### config.mk
export PLATFORM = sky130hd
export DESIGN_NAME = sha256_preprocessor
export DESIGN_NICKNAME = d
export VERILOG_FILES = /design/src/rtl/sha256_preprocessor_pkg.sv /design/src/rtl/msg_len_finder.sv /design/src/rtl/sha256_preprocessor.sv
export SDC_FILE = /design/constraint.sdc
export NUM_CORES = 2
export LEC_CHECK = 0
export CORE_AREA = 2 2 373 375
export DETAILED_ROUTE_END_ITERATION = 12
export DIE_AREA = 0 0 375 377
export GPL_ROUTABILITY_DRIVEN = 0
export PLACE_DENSITY = 0.57
export SLEW_MARGIN = 20
export SYNTH_ARGS = -nofsm -noshare
export SYNTH_HDL_FRONTEND = slang
export SYNTH_SLANG_ARGS = --single-unit
### constraint.sdc
create_clock -name clk -period 87.6 [get_ports clk]
set_input_delay 17.52 -clock clk [delete_from_list [all_inputs] [get_ports clk]]
set_output_delay 17.52 -clock clk [all_outputs]
set_load 0.02 [all_outputs]
### src/rtl/sha256_preprocessor_pkg.sv
// Shared constants and FSM state type for the SHA-256 preprocessor (package sha_pkg).
// The PREPROC_ONECYCLE_SCAN_EN build option is selected in msg_len_finder and sha256_preprocessor.
package sha_pkg;
    localparam int MSG_W     = 440;
    localparam int BLK_W     = 512;
    localparam int LEN_W     = 64;
    localparam int MSG_BYTES = 55;
    localparam int CNT_W     = 6;

    localparam logic [7:0] PAD_MARKER = 8'h80;

    typedef enum logic [1:0] {
        IDLE,
        SCAN,
        PAD,
        DONE
    } stateT;
endpackage

### src/rtl/msg_len_finder.sv
// Finds the message byte length L and left-justifies the message.
// PREPROC_ONECYCLE_SCAN_EN selects a one-cycle priority encoder instead of the byte-serial scan.
module msg_len_finder
    import sha_pkg::*;
(
    input  logic             clk,
    input  logic             n_rst,
    input  logic             load,
    input  logic             scanEn,
    input  logic [MSG_W-1:0] msgIn,
    output logic             found,
    output logic [CNT_W-1:0] len,
    output logic [MSG_W-1:0] justified
);

`ifdef PREPROC_ONECYCLE_SCAN_EN
    logic [MSG_W-1:0] msgReg;
    logic [CNT_W-1:0] gap;
    logic [8:0]       shAmt;
    logic             scanUnused;

    always_ff @(posedge clk or posedge n_rst) begin
        if (n_rst) begin
            msgReg <= '0;
        end else if (load) begin
            msgReg <= msgIn;
        end
    end

    // Highest non-zero byte wins; an all-zero message yields L=0.
    always_comb begin
        len = '0;
        for (int i = 0; i < MSG_BYTES; i++) begin
            if (msgReg[8*i +: 8] != 8'h00) begin
                len = CNT_W'(i + 1);
            end
        end
    end

    assign gap        = CNT_W'(MSG_BYTES) - len;
    assign shAmt      = {gap, 3'b000};
    assign justified  = msgReg << shAmt;
    assign found      = 1'b1;
    assign scanUnused = scanEn;
`else
    logic [MSG_W-1:0] shreg;
    logic [CNT_W-1:0] count;

    // Stop once the leading byte is non-zero or every byte has been shifted out.
    assign found = (shreg[MSG_W-1 -: 8] != 8'h00) || (count == '0);

    always_ff @(posedge clk or posedge n_rst) begin
        if (n_rst) begin
            shreg <= '0;
            count <= '0;
        end else if (load) begin
            shreg <= msgIn;
            count <= CNT_W'(MSG_BYTES);
        end else if (scanEn && !found) begin
            shreg <= {shreg[MSG_W-9:0], 8'h00};
            count <= count - 1'b1;
        end
    end

    assign len       = count;
    assign justified = shreg;
`endif

endmodule

### src/rtl/sha256_preprocessor.sv
// Builds the single padded SHA-256 block from a right-justified message of up to 55 bytes.
// PREPROC_ONECYCLE_SCAN_EN skips the SCAN state and pads on the cycle after start.
module sha256_preprocessor
    import sha_pkg::*;
(
    input  logic             clk,
    input  logic             n_rst,
    input  logic [MSG_W-1:0] inputMsg,
    input  logic             beginPreprocess,
    output logic [BLK_W-1:0] processedMsg,
    output logic             done
);

    stateT            state;
    stateT            nextState;
    logic             load;
    logic             scanEn;
    logic             padEn;
    logic             found;
    logic [CNT_W-1:0] len;
    logic [MSG_W-1:0] justified;
    logic [8:0]       markerShift;
    logic [LEN_W-1:0] lenBits;
    logic [BLK_W-1:0] blockNext;

`ifdef PREPROC_ONECYCLE_SCAN_EN
    localparam stateT AFTER_START = PAD;
`else
    localparam stateT AFTER_START = SCAN;
`endif

    msg_len_finder u_finder (
        .clk       (clk),
        .n_rst     (n_rst),
        .load      (load),
        .scanEn    (scanEn),
        .msgIn     (inputMsg),
        .found     (found),
        .len       (len),
        .justified (justified)
    );

    always_ff @(posedge clk or posedge n_rst) begin
        if (n_rst) begin
            state <= IDLE;
        end else begin
            state <= nextState;
        end
    end

    always_comb begin
        nextState = state;
        load      = 1'b0;
        scanEn    = 1'b0;
        padEn     = 1'b0;
        case (state)
            IDLE, DONE: begin
                if (beginPreprocess) begin
                    load      = 1'b1;
                    nextState = AFTER_START;
                end
            end
            SCAN: begin
                scanEn = 1'b1;
                if (found) begin
                    nextState = PAD;
                end
            end
            PAD: begin
                padEn     = 1'b1;
                nextState = DONE;
            end
            default: nextState = IDLE;
        endcase
    end

    // Marker lands on byte L counted from the MSB, directly after the message.
    assign markerShift = 9'(BLK_W - 8) - {len, 3'b000};
    assign lenBits     = LEN_W'({len, 3'b000});
    assign blockNext   = {justified, {(BLK_W-MSG_W){1'b0}}}
                       | ({{(BLK_W-8){1'b0}}, PAD_MARKER} << markerShift)
                       | {{(BLK_W-LEN_W){1'b0}}, lenBits};

    always_ff @(posedge clk or posedge n_rst) begin
        if (n_rst) begin
            processedMsg <= '0;
        end else if (padEn) begin
            processedMsg <= blockNext;
        end
    end

    assign done = (state == DONE);

endmodule

Word-level counts from Yosys, hierarchy flattened
Cells that the tools add are included.

word-level totals
  bits in registers = 960
  input port bits = 443
  output and inout bits = 513
  word-level logic and storage cells = 34

operators by class
  add/subtract/negate cells = 2
  equality and inequality tests = 5
  shift-type cells = 1
  muxes and demuxes = 11
  bitwise logic cells = 2
  reductions and logical operators = 9

operators by type and width
  kind                                                                      number
  440-bit 2-to-1 mux                                                        2
  512-bit OR                                                                1
  512-bit by 9-bit OR with 512-bit output                                   1
  8-bit by 9-bit left shift with 512-bit output (first input constant)      1
  6-bit 2-to-1 mux                                                          2
  9-bit subtractor (first input constant)                                   1
  8-bit nonzero test                                                        1
  6-bit zero test                                                           1
  2-bit one-hot mux with 3 select lines                                     1
  6-bit by 1-bit subtractor with 6-bit output (second input constant)       1
  2-bit equality test (second input constant)                               2
  1-bit 2-to-1 mux                                                          4
  2-bit 2-to-1 mux                                                          2
  2-bit by 1-bit equality test with 1-bit output (second input constant)    1
  2-bit zero test                                                           1
  2-bit by 1-bit inequality test with 1-bit output (second input constant)  1
  2-bit inequality test (second input constant)                             1
  2-bit AND reduction                                                       1
  2-bit nonzero test                                                        1
  2-bit OR reduction                                                        1
  1-bit logical AND                                                         1
  1-bit zero test                                                           1
  1-bit logical OR                                                          1

Logic depth before layout (Yosys ltp)
  depth after elaboration = 6
  depth in mapped cells = 9
  gate-level depth less buffers = 6

Modules after synthesis
A second synthesis with hierarchy kept.

second synthesis, totals
  cell total of the unflattened synthesis = 3076
  area, all modules = 38929.8 sq um

by module, submodules not included
  module               instances  cells an instance  area an instance (sq um)  sequential area each (sq um)
  msg_len_finder       1          1949               21172.8                   11160.7
  sha256_preprocessor  1          1127               17757.0                   11410.9

Worst setup path before layout
Ideal clock, no wire load.

  path kind = input to register
  start point = input beginPreprocess
  end point = register u_finder.shreg[100], in the netlist u_finder.justified[100]
  setup time = 0.077 ns
  arrival time = 18.516 ns
  required time = 87.523 ns
  path slack = 69.006 ns
  cell stages on the path = 6
  buffers on the path = 3
  cell sequence = and2_1 -> clkbuf_1 -> clkbuf_1 -> buf_1 -> a21oi_1 -> a21oi_1

on the way
  longest elaborated chain between the ends = 3
  elaborated cells on any way between the ends = 4
  those cells by class = mux (3); reduce/logical (1)

RTL lines
  element                                                          RTL line                   source
  start: declaration                                               sha256_preprocessor.sv:9   input logic beginPreprocess,
  1-bit 2-to-1 mux (*)                                             sha256_preprocessor.sv:58  if (beginPreprocess) begin
  1-bit 2-to-1 mux (*)                                             sha256_preprocessor.sv:56  case (state)
  440-bit 2-to-1 mux / 2-bit nonzero test (equally long branches)  --
  end signal: assignment                                           msg_len_finder.sv:57       shreg <= msgIn;
  end signal: assignment                                           msg_len_finder.sv:60       shreg <= {shreg[MSG_W-9:0], 8'h00};
  end: declaration                                                 msg_len_finder.sv:46       logic [MSG_W-1:0] shreg;

Mark *: on every way between the ends. The rest lies on a longest branch, timed or not.
A chain may end at the register's enable or synchronous reset.

==> run_summary.xml <==
<?xml version="1.0" encoding="UTF-8"?>
<metrics>
  <group name="final_layout">
    <metric name="num-fill-cells" unit="">13600</metric>
    <metric name="stdcell_area" unit="mm2">0.05157</metric>
    <metric name="seqCellArea" unit="mm2">0.02257</metric>
    <metric name="post_route_cells_drive_above_1_share" unit="%">13.79</metric>
    <metric name="final_net_count" unit="">4830</metric>
    <metric name="final_cell_mix" unit="">sky130_fd_sc_hd__dfrtp_1, sky130_fd_sc_hd__clkdlybuf4s50_1, sky130_fd_sc_hd__nand2_1</metric>
    <metric name="mostFrequentLayoutCell" unit="">sky130_fd_sc_hd__dfrtp_1</metric>
    <metric name="multi_input_area" unit="mm2">0.01366</metric>
    <metric name="syn2layout_area_growth" unit="%">36.84</metric>
  </group>
  <group name="route">
    <metric name="drtPass1Iterations" unit="">6</metric>
    <metric name="finalWirelength" unit="um">140100</metric>
    <metric name="drtAntennaViolNets" unit="">0</metric>
    <metric name="met3RoutedLength" unit="um">11560</metric>
    <metric name="wire_per_inst" unit="um">22.37</metric>
    <metric name="vias" unit="">30002</metric>
    <metric name="maxUsedRoutingLayer" unit="">met5</metric>
    <metric name="dr.first_iter.drc_count" unit="">2135</metric>
    <metric name="via_per_inst" unit="">4.788</metric>
    <metric name="wl_met2" unit="um">65620</metric>
    <metric name="route.detailed.drc" unit="">0</metric>
    <metric name="m1WireLength" unit="um">58660</metric>
  </group>
  <group name="global_routing">
    <metric name="globalRouteOverflowTotal" unit="">0</metric>
    <metric name="first_global_vias" unit="">29942</metric>
    <metric name="track_usage" unit="%">19.14</metric>
    <metric name="grt_first_pass_wirelength" unit="um">204500</metric>
    <metric name="initial_antenna_violation_count" unit="">40</metric>
    <metric name="largest_net_degree_at_the_start_of_global_routing" unit="">161</metric>
  </group>
  <group name="sta">
    <metric name="rsz_0062_raised_after_global_routing" unit="">false</metric>
    <metric name="finalCritPeriodShare" unit="%">25.40</metric>
    <metric name="finalHoldViolCount" unit="">0</metric>
    <metric name="setup-tns-final" unit="ps">0</metric>
    <metric name="final_period_minus_worst_setup_slack" unit="ps">22250</metric>
    <metric name="max_clock_freq" unit="MHz">44.94</metric>
    <metric name="maxSlewViolCount" unit="">0</metric>
    <metric name="timing.max_slew.rel_slack" unit="%">25.09</metric>
    <metric name="worst-slew-pin-transition" unit="ps">1124</metric>
    <metric name="skew" unit="ps">46.51</metric>
    <metric name="timing.final.setup_violations" unit="">0</metric>
  </group>
  <group name="hold_path">
    <metric name="hp-class" unit="">reg -&gt; reg</metric>
  </group>
  <group name="floorplan">
    <metric name="chipHeight" unit="um">377</metric>
    <metric name="die-area" unit="mm2">0.1414</metric>
    <metric name="ioPinCount" unit="">956</metric>
    <metric name="die-width" unit="um">375</metric>
    <metric name="rows" unit="">136</metric>
    <metric name="coreArea" unit="mm2">0.1370</metric>
    <metric name="floorplan.initialDensity" unit="%">27.51</metric>
  </group>
  <group name="power_and_ir_drop">
    <metric name="reported_leakage_power" unit="uW">0.02148</metric>
    <metric name="irDropWorstVdd" unit="mV">0.02597</metric>
    <metric name="powerDensity" unit="mW/mm2">40.46</metric>
  </group>
  <group name="setup_path">
    <metric name="cp_num_buf_inv" unit="">7</metric>
    <metric name="timing.critical_path.max_delay_family" unit="">buffers and inverters</metric>
    <metric name="cp_data_arrival_time" unit="ps">22950</metric>
    <metric name="cp_cell_sequence" unit="">clkdlybuf4s50_1, inv_8, buf_12, buf_4, buf_4, buf_4, buf_4</metric>
    <metric name="crit_start_category" unit="">primary input</metric>
    <metric name="top_fanout_value_on_the_critical_path" unit="">158</metric>
    <metric name="max_incr_delay_on_cp" unit="ps">850</metric>
    <metric name="cp_slowest_cell" unit="">sky130_fd_sc_hd__buf_4</metric>
    <metric name="crit_path_end_kind" unit="">async pin</metric>
    <metric name="critical_path_required" unit="ps">88300</metric>
    <metric name="worst-setup-path-type" unit="">in -&gt; async</metric>
    <metric name="path_common_cell" unit="">sky130_fd_sc_hd__buf_4</metric>
  </group>
  <group name="synthesis">
    <metric name="postSynthRegisterBits" unit="">902</metric>
    <metric name="ys_dominant_reg_cell" unit="">sky130_fd_sc_hd__dfrtp_1</metric>
    <metric name="synthDistinctLibCells" unit="">37</metric>
    <metric name="yosysSeqAreaShare" unit="%">59.89</metric>
    <metric name="syn-instance-count" unit="">3598</metric>
    <metric name="synth_enable_flop_cells" unit="">0</metric>
    <metric name="synth_area_leaders" unit="">sky130_fd_sc_hd__dfrtp_1, sky130_fd_sc_hd__mux2_2, sky130_fd_sc_hd__nand2_1</metric>
    <metric name="synth-async-reset-ratio" unit="%">100.0</metric>
    <metric name="synth_top_area_share" unit="%">59.89</metric>
    <metric name="synth.largest_area_cell" unit="">sky130_fd_sc_hd__dfrtp_1</metric>
    <metric name="syn-mean-instance-area" unit="um2">10.47</metric>
    <metric name="syn-cell-area" unit="mm2">0.03769</metric>
    <metric name="yosysWarnings" unit="">0</metric>
  </group>
  <group name="run">
    <metric name="cap_viol_max_count" unit="">0</metric>
  </group>
  <group name="clocking">
    <metric name="clock_insertion_delay_at_the_later_pin_of_the_skew_report" unit="ps">720</metric>
    <metric name="h_tree_depth" unit="">3</metric>
    <metric name="clk_path_buf_depth" unit="">3</metric>
    <metric name="clock_sinks" unit="">902</metric>
    <metric name="cts_tree" unit="">done</metric>
    <metric name="post-cts-setup-buffers" unit="">0</metric>
    <metric name="cts_buffers" unit="">101</metric>
    <metric name="cts-hold-fix-buffers" unit="">0</metric>
    <metric name="post_cts_resized" unit="">0</metric>
    <metric name="clock-root-buffer" unit="">sky130_fd_sc_hd__clkbuf_16</metric>
    <metric name="clkSlewWorstSetupHoldPaths" unit="ps">60</metric>
  </group>
  <group name="place">
    <metric name="hpwlAfterDp" unit="um">98090</metric>
    <metric name="placedInstanceArea" unit="mm2">0.04789</metric>
    <metric name="port_buffers" unit="">897</metric>
  </group>
  <group name="status">
    <metric name="run_status" unit="">finished, final reports clean</metric>
  </group>
</metrics>
## where the power goes
part	switching, uW	internal (uW)	total [uW]
Clock	188	274	462
Sequential	152	621	773
Combinational	458	394	852
## final timing paths
check,startpoint,endpoint,slack [ps],cells past startpoint
worst max-delay path,n_rst,u_finder.justified[206]$_DFFE_PP0P_,65350,7
worst min-delay path,processedMsg[309]$_DFFE_PP0N_,processedMsg[309]$_DFFE_PP0N_,500,1
worst max register to register,state[0]$_DFFE_PP0P_,u_finder.justified[212]$_DFFE_PP0P_,82730,9
worst min register to register,processedMsg[309]$_DFFE_PP0N_,processedMsg[309]$_DFFE_PP0N_,500,1
max in group clk,beginPreprocess,u_finder.justified[212]$_DFFE_PP0P_,66130,8
min in group asynchronous,n_rst,processedMsg[76]$_DFFE_PP0N_,17300,2
## synth_stat cells (2+ instances only)
cell and instances:
sky130_fd_sc_hd__dfrtp_1 902, sky130_fd_sc_hd__nand2_1 665, sky130_fd_sc_hd__a21oi_1 490, sky130_fd_sc_hd__nor2_1 467
sky130_fd_sc_hd__mux2_2 391, sky130_fd_sc_hd__a31oi_1 228, sky130_fd_sc_hd__clkbuf_1 133, sky130_fd_sc_hd__buf_2 85
sky130_fd_sc_hd__buf_4 64, sky130_fd_sc_hd__o21ai_0 35, sky130_fd_sc_hd__buf_1 27, sky130_fd_sc_hd__mux2i_1 23
sky130_fd_sc_hd__inv_1 14, sky130_fd_sc_hd__buf_6 13, sky130_fd_sc_hd__nand3_1 9, sky130_fd_sc_hd__ha_1 8
sky130_fd_sc_hd__nor2b_1 8, sky130_fd_sc_hd__o22ai_1 8, sky130_fd_sc_hd__and3_1 5, sky130_fd_sc_hd__nand2b_1 4
sky130_fd_sc_hd__nand3b_1 2, sky130_fd_sc_hd__nor3_1 2
## per-layer routing
layer  vias up  global-route usage [%]
li1      13660                       -
met1     15102                   24.37
met2       967                   30.74
met3       225                   6.664
met4        48                   5.341
met5         -                       0
## worst reg2reg max path: stages (launching register included)
cell and delay (ps):
sky130_fd_sc_hd__dfrtp_1 400, sky130_fd_sc_hd__inv_1 90, sky130_fd_sc_hd__ha_4 260, sky130_fd_sc_hd__nand2_4 610
sky130_fd_sc_hd__buf_4 740, sky130_fd_sc_hd__buf_4 840, sky130_fd_sc_hd__buf_4 790, sky130_fd_sc_hd__buf_4 740
sky130_fd_sc_hd__nor2_1 130, sky130_fd_sc_hd__a31oi_1 150
## final cells by class
class | count | share of cell area [%]
inverter | 14 | 0.1165
multi-input combinational | 2417 | 26.48
tap | 1794 | 4.352
sequential | 902 | 43.77
antenna | 13 | 0.06308
clock inverter | 42 | 1.393
timing repair buffer | 943 | 18.15
clock buffer | 141 | 5.677
## flip-flops by register name (all words and copies together), names as in the netlist
name / count
processedMsg: 454
state: 2
u_finder.len: 6
u_finder.justified: 440
## cell families (layout without fill, tap and decap cells)
group                      after synthesis  count (layout)  synth area share, %
buffers and inverters                  336            1140                4.525
muxes                                  414             414                12.29
xor gates and xnor gates                 1               1              0.02324
adders and majority gates                8               8               0.2656
AOI/OAI and AO/OA                      767             767                11.08
DFF                                    902             902                59.89
and+or+nand+nor                       1169            1169                11.92
other                                    1              71             0.009950
## stage by stage
stage          hold slack (ps)  util [%]  setup slack [ps]  power, uW  instances
3_3_place_gp             484.4     34.96             64520       1624       6070
4_1_cts                  503.2     37.63             65270       2110       6253
2_1_floorplan            492.4         -             44720       1236       3655
6_report                 502.2     37.65             65350       2087       6266
5_1_grt                  513.0     37.64             64670       2209       6259
3_5_place_dp             490.8     34.96             64500       1639       6070
No activity file was read; power rests on OpenSTA's default activity.
